[src/rtl/keypad_scan_enc_if.sv]
// Keypad pins plus the key-code stream toward the code-lock consumer.
// The scanner uses the master side; the keypad/consumer side uses slave.
interface keypad_scan_enc_if;
  logic [3:0] i_row;
  logic [3:0] o_col;
  logic [3:0] o_code;
  logic       o_code_vld;
  logic       o_key_down;

  modport master (
    input  i_row,
    output o_col, o_code, o_code_vld, o_key_down
  );

  modport slave (
    output i_row,
    input  o_col, o_code, o_code_vld, o_key_down
  );
endinterface

[src/rtl/keypad_scan_enc.sv]
// 4x4 matrix-keypad scanner with press/release debounce.
// Emits one code strobe per physical keypress.
//
// state    | meaning
// SCAN     | walking columns, looking for any low row
// DEBOUNCE | column frozen, counting matching press samples
// PRESSED  | key accepted and strobed, waiting for release
// RELEASE  | counting high samples before accepting the release
module keypad_scan_enc #(
  parameter int SCAN_DIV = 1000,
  parameter int DEBOUNCE = 20
) (
  input  logic               i_clk,
  input  logic               i_rst,
  keypad_scan_enc_if.master  kp
);

  localparam int DW = $clog2(SCAN_DIV);
  localparam int CW = $clog2(DEBOUNCE + 1);
  localparam logic [DW-1:0] DWELL_LAST = DW'(SCAN_DIV - 1);
  localparam logic [CW-1:0] CNT_LAST   = CW'(DEBOUNCE - 1);
  localparam logic [CW-1:0] CNT_MAX    = '1;

  typedef enum logic [1:0] {
    ST_SCAN     = 2'd0,
    ST_DEBOUNCE = 2'd1,
    ST_PRESSED  = 2'd2,
    ST_RELEASE  = 2'd3
  } state_t;

  state_t        state_q, state_d;
  logic [3:0]    row_m_q, row_s_q;
  logic [DW-1:0] dwell_q, dwell_d;
  logic [1:0]    col_idx_q, col_idx_d;
  logic [1:0]    key_row_q, key_row_d;
  logic [CW-1:0] match_q, match_d;
  logic [CW-1:0] rel_q, rel_d;
  logic [3:0]    col_q, col_d;
  logic [3:0]    code_q, code_d;
  logic          vld_q, vld_d;
  logic          key_down_q, key_down_d;

  logic          sample;
  logic          key_low;
  logic [1:0]    low_row;

  function automatic logic [3:0] key_code(input logic [1:0] r, input logic [1:0] c);
    case ({r, c})
      4'b00_00: key_code = 4'h1;
      4'b00_01: key_code = 4'h2;
      4'b00_10: key_code = 4'h3;
      4'b00_11: key_code = 4'hA;
      4'b01_00: key_code = 4'h4;
      4'b01_01: key_code = 4'h5;
      4'b01_10: key_code = 4'h6;
      4'b01_11: key_code = 4'hB;
      4'b10_00: key_code = 4'h7;
      4'b10_01: key_code = 4'h8;
      4'b10_10: key_code = 4'h9;
      4'b10_11: key_code = 4'hC;
      4'b11_00: key_code = 4'hE;
      4'b11_01: key_code = 4'h0;
      4'b11_10: key_code = 4'hF;
      default:  key_code = 4'hD;
    endcase
  endfunction

  assign sample  = (dwell_q == DWELL_LAST);
  assign key_low = ~row_s_q[key_row_q];

  always_comb begin
    if (!row_s_q[0])      low_row = 2'd0;
    else if (!row_s_q[1]) low_row = 2'd1;
    else if (!row_s_q[2]) low_row = 2'd2;
    else                  low_row = 2'd3;
  end

  always_comb begin
    state_d   = state_q;
    col_idx_d = col_idx_q;
    key_row_d = key_row_q;
    match_d   = match_q;
    rel_d     = rel_q;
    code_d    = code_q;
    vld_d     = 1'b0;
    dwell_d   = sample ? '0 : dwell_q + DW'(1);

    if (sample) begin
      case (state_q)
        ST_SCAN: begin
          if (row_s_q == 4'hF) begin
            col_idx_d = col_idx_q + 2'd1;
          end else begin
            key_row_d = low_row;
            if (DEBOUNCE == 1) begin
              code_d  = key_code(low_row, col_idx_q);
              vld_d   = 1'b1;
              state_d = ST_PRESSED;
            end else begin
              match_d = CW'(1);
              state_d = ST_DEBOUNCE;
            end
          end
        end
        ST_DEBOUNCE: begin
          if (key_low) begin
            if (match_q == CNT_LAST) begin
              code_d  = key_code(key_row_q, col_idx_q);
              vld_d   = 1'b1;
              state_d = ST_PRESSED;
            end
            match_d = (match_q == CNT_MAX) ? match_q : match_q + CW'(1);
          end else begin
            col_idx_d = col_idx_q + 2'd1;
            state_d   = ST_SCAN;
          end
        end
        ST_PRESSED: begin
          if (!key_low) begin
            if (DEBOUNCE == 1) begin
              col_idx_d = col_idx_q + 2'd1;
              state_d   = ST_SCAN;
            end else begin
              rel_d   = CW'(1);
              state_d = ST_RELEASE;
            end
          end
        end
        default: begin
          if (!key_low) begin
            if (rel_q == CNT_LAST) begin
              col_idx_d = col_idx_q + 2'd1;
              state_d   = ST_SCAN;
            end
            rel_d = (rel_q == CNT_MAX) ? rel_q : rel_q + CW'(1);
          end else begin
            rel_d   = '0;
            state_d = ST_PRESSED;
          end
        end
      endcase
    end

    // Column drive and key_down track the next state so they change on the same edge.
    col_d      = ~(4'b0001 << col_idx_d);
    key_down_d = (state_d == ST_PRESSED) || (state_d == ST_RELEASE);
  end

  always_ff @(posedge i_clk) begin
    if (i_rst) begin
      row_m_q    <= 4'hF;
      row_s_q    <= 4'hF;
      state_q    <= ST_SCAN;
      dwell_q    <= '0;
      col_idx_q  <= 2'd0;
      key_row_q  <= 2'd0;
      match_q    <= '0;
      rel_q      <= '0;
      col_q      <= 4'b1110;
      code_q     <= 4'h0;
      vld_q      <= 1'b0;
      key_down_q <= 1'b0;
    end else begin
      row_m_q    <= kp.i_row;
      row_s_q    <= row_m_q;
      state_q    <= state_d;
      dwell_q    <= dwell_d;
      col_idx_q  <= col_idx_d;
      key_row_q  <= key_row_d;
      match_q    <= match_d;
      rel_q      <= rel_d;
      col_q      <= col_d;
      code_q     <= code_d;
      vld_q      <= vld_d;
      key_down_q <= key_down_d;
    end
  end

  assign kp.o_col      = col_q;
  assign kp.o_code     = code_q;
  assign kp.o_code_vld = vld_q;
  assign kp.o_key_down = key_down_q;

endmodule

[src/flat_wrapper.sv]
// flat-port wrapper written by rule: the top's interface ports become plain ports
module keypad_scan_enc_flat 
#(
  parameter int SCAN_DIV = 1000,
  parameter int DEBOUNCE = 20
)
  (i_clk, i_rst, kp_i_row, kp_o_col, kp_o_code, kp_o_code_vld, kp_o_key_down);
  keypad_scan_enc_if kp_i ();
  input  logic i_clk;
  input  logic i_rst;
  input wire logic [$bits(kp_i.i_row)-1:0] kp_i_row;
  output wire logic [$bits(kp_i.o_col)-1:0] kp_o_col;
  output wire logic [$bits(kp_i.o_code)-1:0] kp_o_code;
  output wire logic [$bits(kp_i.o_code_vld)-1:0] kp_o_code_vld;
  output wire logic [$bits(kp_i.o_key_down)-1:0] kp_o_key_down;
  assign kp_i.i_row = kp_i_row;
  assign kp_o_col = kp_i.o_col;
  assign kp_o_code = kp_i.o_code;
  assign kp_o_code_vld = kp_i.o_code_vld;
  assign kp_o_key_down = kp_i.o_key_down;
  keypad_scan_enc #(.SCAN_DIV(SCAN_DIV), .DEBOUNCE(DEBOUNCE)) u_core (.i_clk(i_clk), .i_rst(i_rst), .kp(kp_i));
endmodule
[config.mk]
export PLATFORM = sky130hd
export DESIGN_NAME = keypad_scan_enc_flat
export DESIGN_NICKNAME = d
export VERILOG_FILES = /design/src/rtl/keypad_scan_enc_if.sv /design/src/rtl/keypad_scan_enc.sv /design/src/flat_wrapper.sv
export SDC_FILE = /design/constraint.sdc
export NUM_CORES = 1
export LEC_CHECK = 0
export BUFFER_PORTS_ARGS = -buffer_cell sky130_fd_sc_hd__buf_2
export CORE_ASPECT_RATIO = 1.4
export CORE_MARGIN = 2
export CORE_UTILIZATION = 61
export CTS_CLUSTER_SIZE = 25
export DETAILED_ROUTE_END_ITERATION = 12
export MAX_ROUTING_LAYER = met4
export PLACE_DENSITY = 0.87
export SLEW_MARGIN = 40
export SYNTH_ARGS = -nofsm -noshare
export SYNTH_HDL_FRONTEND = slang
export SYNTH_SLANG_ARGS = --single-unit
[constraint.sdc]
create_clock -name i_clk -period 4.99 [get_ports i_clk]
set_input_delay 0.499 -clock i_clk [delete_from_list [all_inputs] [get_ports i_clk]]
set_output_delay 0.499 -clock i_clk [all_outputs]
set_load 0.01 [all_outputs]
==> results of run 1 <==
## synth_stat cells (2+ instances only)
library cell	number
dfxtp_1	44
nor2_1	22
a21oi_1	13
nand3_1	13
nand2_1	12
ha_1	10
inv_1	10
mux2i_1	9
or2_2	8
and3_1	7
xnor2_1	6
o21ai_0	5
clkbuf_1	4
nand4_1	4
xor2_1	4
a211oi_1	3
buf_4	3
or3_1	3
a21o_1	2
a31oi_1	2
and4_1	2
buf_6	2
nand2b_1	2
nor3_1	2
nor4bb_1	2
o211ai_1	2
## cell families after synthesis
group / share of synthesized area (%)
DFF: 41.3
buffers and inverters: 4.81
muxes: 7.04
AOI/OAI and AO/OA: 12.0
adders and majority gates: 5.87
xor gates and xnor gates: 4.11
and+or+nand+nor: 24.9
## sequential cells by signal (all words and copies together) (netlist names)
name	flops
u_core.match_q	5
u_core.kp.o_code_vld	1
u_core.kp.o_col	4
u_core.state_q	2
u_core.dwell_q	10
u_core.kp.o_key_down	1
u_core.col_idx_q	2
u_core.row_s_q	4
u_core.kp.o_code	4
u_core.rel_q	5
u_core.key_row_q	2
u_core.row_m_q	4
## routing by layer
| layer | vias up | track usage (%) | part of all wire, % |
|---|---|---|---|
| met2 | 35 | 38.1 | 52 |
| met3 | 13 | 5.82 | 3.5 |
| met4 | 0 | 12.5 | 3.0 |
| met1 | 770 | 25.2 | 41 |
| met5 | - | - | 0 |
| li1 | 809 | - | - |
## layout make-up
type,count,area [um2],share of cell area (%)
repair buffers,15,75.1,3.28
inverters,10,37.5,1.64
flip-flops and latches,44,881,38.5
clock inverters,3,25.0,1.09
clock buffers,5,68.8,3.01
multi-input cells,158,1150,50.3
well taps,40,50.0,2.19
## through the flow
| step | area (um2) | hold slack, ps | instances | util [%] | total power, W |
|---|---|---|---|---|---|
| floorplan | 2130 | 389 | 222 | - | 0.000386 |
| global placement | 2190 | 395 | 267 | 64.9 | 0.000391 |
| detailed placement | 2190 | 392 | 267 | 64.9 | 0.000392 |
| CTS | 2290 | 362 | 275 | 67.7 | 0.000623 |
| global route | 2290 | 360 | 275 | 67.7 | 0.000641 |
| finish | 2290 | 367 | 275 | 67.7 | 0.000617 |
## power by group through the flow
stage | clock, W | combinational, W | sequential, W
4_1_cts | 0.000239 | 0.0000241 | 0.000360
3_5_place_dp | 0 | 0.0000240 | 0.000368
5_1_grt | 0.000254 | 0.0000265 | 0.000361
3_3_place_gp | 0 | 0.0000235 | 0.000368
2_1_floorplan | 0 | 0.0000188 | 0.000367
6_report | 0.000233 | 0.0000240 | 0.000360
## critical path: cells and delay by family (launching register included)
kind             cells  cell delay [ps]
AND/OR/NAND/NOR      4             1650
flip-flops           1              420
AO/OA/AOI/OAI        1              170
## layout by cell type (no fill, tap or decap), types with 5 or more instances in the layout
master and n:
or2_2 8, o21ai_0 5, xnor2_1 6, mux2i_1 9, ha_1 10, a21oi_1 13, inv_1 10, buf_2 15
nand2_1 12, clkbuf_8 5, dfxtp_1 44, and3_1 7, nand3_1 13, nor2_1 22
## worst max path at each step
| stage | startpoint | endpoint | slack, ps | depth (start not counted) |
|---|---|---|---|---|
| 2_1_floorplan | u_core.key_row_q[1] | u_core.match_q[0] | 3050 | 6 |
| 3_3_place_gp | u_core.dwell_q[4] | u_core.kp.o_col[0] | 2730 | 5 |
| 3_5_place_dp | u_core.dwell_q[0] | u_core.kp.o_col[0] | 2710 | 5 |
| 4_1_cts | u_core.dwell_q[2] | u_core.kp.o_col[0] | 2680 | 5 |
| 5_1_grt | u_core.dwell_q[0] | u_core.kp.o_col[0] | 2500 | 5 |
| 6_report | u_core.dwell_q[2] | u_core.kp.o_col[0] | 2670 | 5 |
==> results.md, run 1 <==
- Status: complete, no violations
- Clk pin slew, worst setup/hold paths: ~90 ps
- # fillers: about 280
- Clk network pwr share: between 30 and 40%
- Fmax: approximately 430 MHz
- Final nets: between 200 and 300
- First-pass GRT wire length: between 6000 and 7000 um
- Ant. Diodes: 0
- CP Data Required Time: roughly 5200 ps
- IO buf count: 15
- Top cell type's share of synthesized area: 41.3%
- Switching power: around 0.00015 W
- Area Growth Syn to Fin: 7.21%
- Unique cell type count in the Yosys netlist: 52
- FFs w/ async S/R, synth: 0%
- Crit start category: register
- Number of flops mapped to enable cells by yosys: 0
- DRT Pass-1 Iters: 4
- Hold endpoint: u_core.row_m_q[0]
- Max VDD drop: ~0.27 mV
- Flops & latches, synth: 44
- Slowest cell on crit path: or4_1
- Crit path DAT: between 2000 and 3000 ps
- Worst path cell trace: and4bb_2 > nand3_1 > or4_1 > and2_1 > a31oi_1
- Worst-path fanout max: 12
- CTS root buf: clkbuf_8
- Post-synthesis sequential area ratio: roughly two fifths
- Synth Instances: ~220
- Post-Syn Nets: 238
- Unrepaired setup endpoints after global routing: false
- Critical path class: register to register
- FF-to-FF path depth: 5
- Initial antenna violation count: 0
- Switching share of total power: around a quarter
- Leakage: about 0.85 nW
- Pins over their slew limit: 0
- Clk buf depth: 2
- Gp weighted congestion: 0.883
- I/O pin total: 16
- DRC viols: 0
- Ys Warns: 0
- Postcts setup bufs: 0
- CORE AREA: 3380 um2
- Skew-Pair Late Insertion Delay: slightly above 300 ps
- Pwr dens: roughly 270 nW/um2
- Layout cells sized above 1: 18.7%
- Pre-CTS setup slack: about 2700 ps
- Crit Reg-Reg Startpoint: u_core.dwell_q[2]
- Setup TNS Final: 0 ps
- Mean routed wirelength per cell: between 10 and 15 um
- Worst Hold Depth: 2
- CTS tree: yes
- FF-to-FF setup slack: ~2700 ps
- Final ANT Viol Nets: 0
- Main flop type after synthesis: dfxtp_1
- Grt ovf: 0
- Routed wire length: between 3000 and 4000 um
- Row Count: 25
- Slowest stage delay, CP: around 710 ps
- 1st-iter DRT viols: 23
- Post-Syn Area per Cell: about 9.6 um2
- P_int: 0.000468 W
- Comb pwr share: about 3.9%
- Number of global-route vias before repair: between 1,500 and 2,000
- Num CTS Buffers: 5
- Post-DP HPWL: roughly 2900 um
- H-tree levels: 2
- Register share of total power: 58.3%
- Die Wd: approximately 54 um
- CTS Sinks: between 40 and 50
- Final hold violations: 0
- Vias: 1,627
- Crit path time final: approximately 2300 ps
- Max cap viols: 0
- Slew margin rel.: between 50% and 60%
- Hold wc startpoint: kp_i_row[0]
- Final period util: a little under half
- CTS resizes: 0
- Starting density of the core: a little over three fifths
- Yosys top cell by area: dfxtp_1
- Die Footprint: between 3000 and 4000 um2
- Final Setup Violations: 0
- Syn Std Cell Area: ~2100 um2
- Endpoint type of the worst setup path: register
- Pin count of the biggest net entering global routing: 30
- Final worst slack: approximately 2700 ps
- Measured slew at the worst slew-check pin: ~660 ps
- Die H: around 74 um
- Total track usage: between 20% and 30%
- Largest cells by area after synthesis: dfxtp_1, ha_1, mux2i_1
- Reg2reg end: u_core.kp.o_col[0]
- Vias per cell: approximately 5.9
- Post-CTS Hold Buffers: 0
- Hold crit path type: input port to register
- Clock skew: about 11 ps
(Power assumes the default switching activity.)
==> inputs of run 2 (changes only) <==
- CORE_UTILIZATION: 61 -> 59
- PLACE_DENSITY: 0.87 -> 0.84
- clock period: 4.99 -> 2.21 ns (I/O delays scaled with it)
==> run 2 against run 1 <==
  * Setup slack worse by 2600 ps
  * Via count is 1.6% higher
  * Final area is 2.9% higher
  * First-iteration DRC count grew to 2.8 times the previous value
  * Sequential cell count stayed put
  * Clock skew is 4.1 ps lower
  * Sequential share of layout area is 1.1 points lower
  * Core utilization is 1.3 points higher
  * Largest cell class unchanged
==> results.md, run 2 (same netlist as run 1, synthesis figures left out) <==
- DRT Pass-1 Iters: 5 (+1)
- WL met3: 201 um (+47%)
- Final ANT Viol Nets: 0 (unchanged)
- Met2 WL post-DR: 2260 um (+10%)
- IO buf count: 15 (unchanged)
- Max reg flops: 10 (unchanged)
- 1st-iter DRT viols: 65 (+180%)
- Wire length on met1: 1590 um (-1.5%)
- Postcts setup bufs: 0 (unchanged)
- CTS root buf: clkbuf_8
- Final Setup Violations: 0 (unchanged)
- Crit path time final: 2150 ps (-176 ps)
- Final hold violations: 0 (unchanged)
- Sequential Area: 881 um2 (unchanged)
- Hold crit path type: input port to register
- Commonest non-fill, non-tap cells in the layout: dfxtp_1, nor2_1, buf_2
- Critical path class: register to register
- H-tree levels: 2 (unchanged)
- Vias per cell: 5.88 (-0.57%)
- Pwr dens: 636 nW/um2 (+140%)
- Total track usage: 24.9% (+1.7 points)
- Final nets: 256 (+2.4%)
- Grt ovf: 0 (unchanged)
- Die Footprint: 4120 um2 (+3.2%)
- Area Growth Syn to Fin: 10.3%
- # fillers: 266 (-3.3%)
- Final worst slack: 63.7 ps (-2600 ps)
- Worst-path fanout max: 4 (-8)
- Max Used Layer: met4
- Clk buf depth: 2 (unchanged)
- Post-DP HPWL: 3050 um (+6.0%)
- Endpoint type of the worst setup path: register
- Slowest stage delay, CP: 480 ps (-230 ps)
- Crit path DAT: 2380 ps (-180 ps)
- Most common cell after layout, fill and taps aside: dfxtp_1
- CTS tree: yes
- CP Data Required Time: 2440 ps (-2780 ps)
- Slew margin rel.: 62.9% (+7.1 points)
- Die Wd: 54.8 um (+1.6%)
- Fmax: 466 MHz (+8.2%)
- Initial antenna violation count: 0 (unchanged)
- Multi-input logic area: 1150 um2 (unchanged)
- Pre-CTS setup slack: 161 ps (-2550 ps)
- Fin Hold WS: 97.5 ps (-269 ps)
- Row Count: 25 (unchanged)
- Slowest cell on crit path: or4_1
- CORE AREA: 3410 um2 (+0.93%)
- Clk pin slew, worst setup/hold paths: 90 ps (about the same)
- Layout cells sized above 1: 20.7% (+2.0 points)
- Unrepaired setup endpoints after global routing: false
- Setup TNS Final: 0 ps (unchanged)
- Pins over their slew limit: 0 (unchanged)
- Gp weighted congestion: 0.836 (-5.3%)
- Final period util: 97.1% (+51 points)
- I/O pin total: 16 (unchanged)
- Status: complete, no violations
- Vias: 1,653 (+1.6%)
- Top Registers: u_core.dwell_q (10), u_core.match_q (5), u_core.rel_q (5)
- Leakage: 0.893 nW (+4.8%)
- Skew-Pair Late Insertion Delay: 300 ps (about the same)
- CTS Sinks: 44 (unchanged)
- Post-CTS Hold Buffers: 0 (unchanged)
- Number of global-route vias before repair: 1,569 (+1.2%)
- CTS resizes: 0 (unchanged)
- Max cap viols: 0 (unchanged)
- Measured slew at the worst slew-check pin: 549 ps (-114 ps)
- Die H: 75.2 um (+1.6%)
- Largest Register: u_core.dwell_q
- Starting density of the core: 62.6% (-0.58 points)
- First-pass GRT wire length: 7140 um (+8.0%)
- Worst path cell trace: ha_1 > nor4bb_1 > a22oi_1 > or4_1 > and2_1 > a31oi_1
- Max VDD drop: 0.794 mV (+200%)
- Routed wire length: 4150 um (+5.6%)
- Ant. Diodes: 0 (unchanged)
- Crit start category: register
- Clock skew: 7.07 ps (-4.08 ps)
- Mean routed wirelength per cell: 14.8 um (+3.4%)
- Num CTS Buffers: 5 (unchanged)
- DRC viols: 0 (unchanged)
- Pin count of the biggest net entering global routing: 30 (unchanged)
- Total Power: 0.00150 W (+140%)
[run 2: changes by cell type in the layout (fill, tap and decap cells not counted)]
cell	previous run	this run
buf_4	0	6
bufinv_16	0	1
inv_6	2	1
[run 2: area by class of cell]
type / count / share of cell area [%]
clock buffers: 5 / 2.92
inverters: 10 / 1.59
flip-flops and latches: 44 / 37.4
clock inverters: 3 / 1.97
well taps: 40 / 2.13
repair buffers: 21 / 5.10
multi-input cells: 158 / 48.9
[run 2: worst max-delay path: cells and delay by family, from the launching register on]
kind | cells | cell delay [ps]
adder cells (fa/ha/maj) | 1 | 220
flip-flops | 1 | 380
AND/OR/NAND/NOR | 3 | 1160
AO/OA/AOI/OAI | 2 | 320
[run 2: report_power, final]
part | switching, W | internal (W)
logic | 0.0000324 | 0.0000227
clock network | 0.000288 | 0.000340
registers | 0.00000953 | 0.000803
[run 2: final timing paths]
check | slack, ps | end | startpoint | depth (start not counted)
min reg2reg | 420 | u_core.row_s_q[0] | u_core.row_m_q[0] | 1
min | 100 | u_core.row_m_q[2] | kp_i_row[2] | 2
max | 60 | u_core.kp.o_col[0] | u_core.rel_q[0] | 6
max reg2reg | 60 | u_core.kp.o_col[0] | u_core.rel_q[0] | 6
[run 2: layer usage]
layer	GRT usage [%]	vias to the layer above
met3	5.75	9
met5	-	-
met2	41.8	53
met1	26.7	767
li1	-	824
met4	12.2	0
[run 2: through the flow]
step	std cells	cell area, um2	utilization, %
floorplan	222	2130	-
global placement	273	2240	65.7
detailed placement	273	2240	65.7
CTS	281	2350	69.0
global route	281	2350	69.0
finish	281	2350	69.0
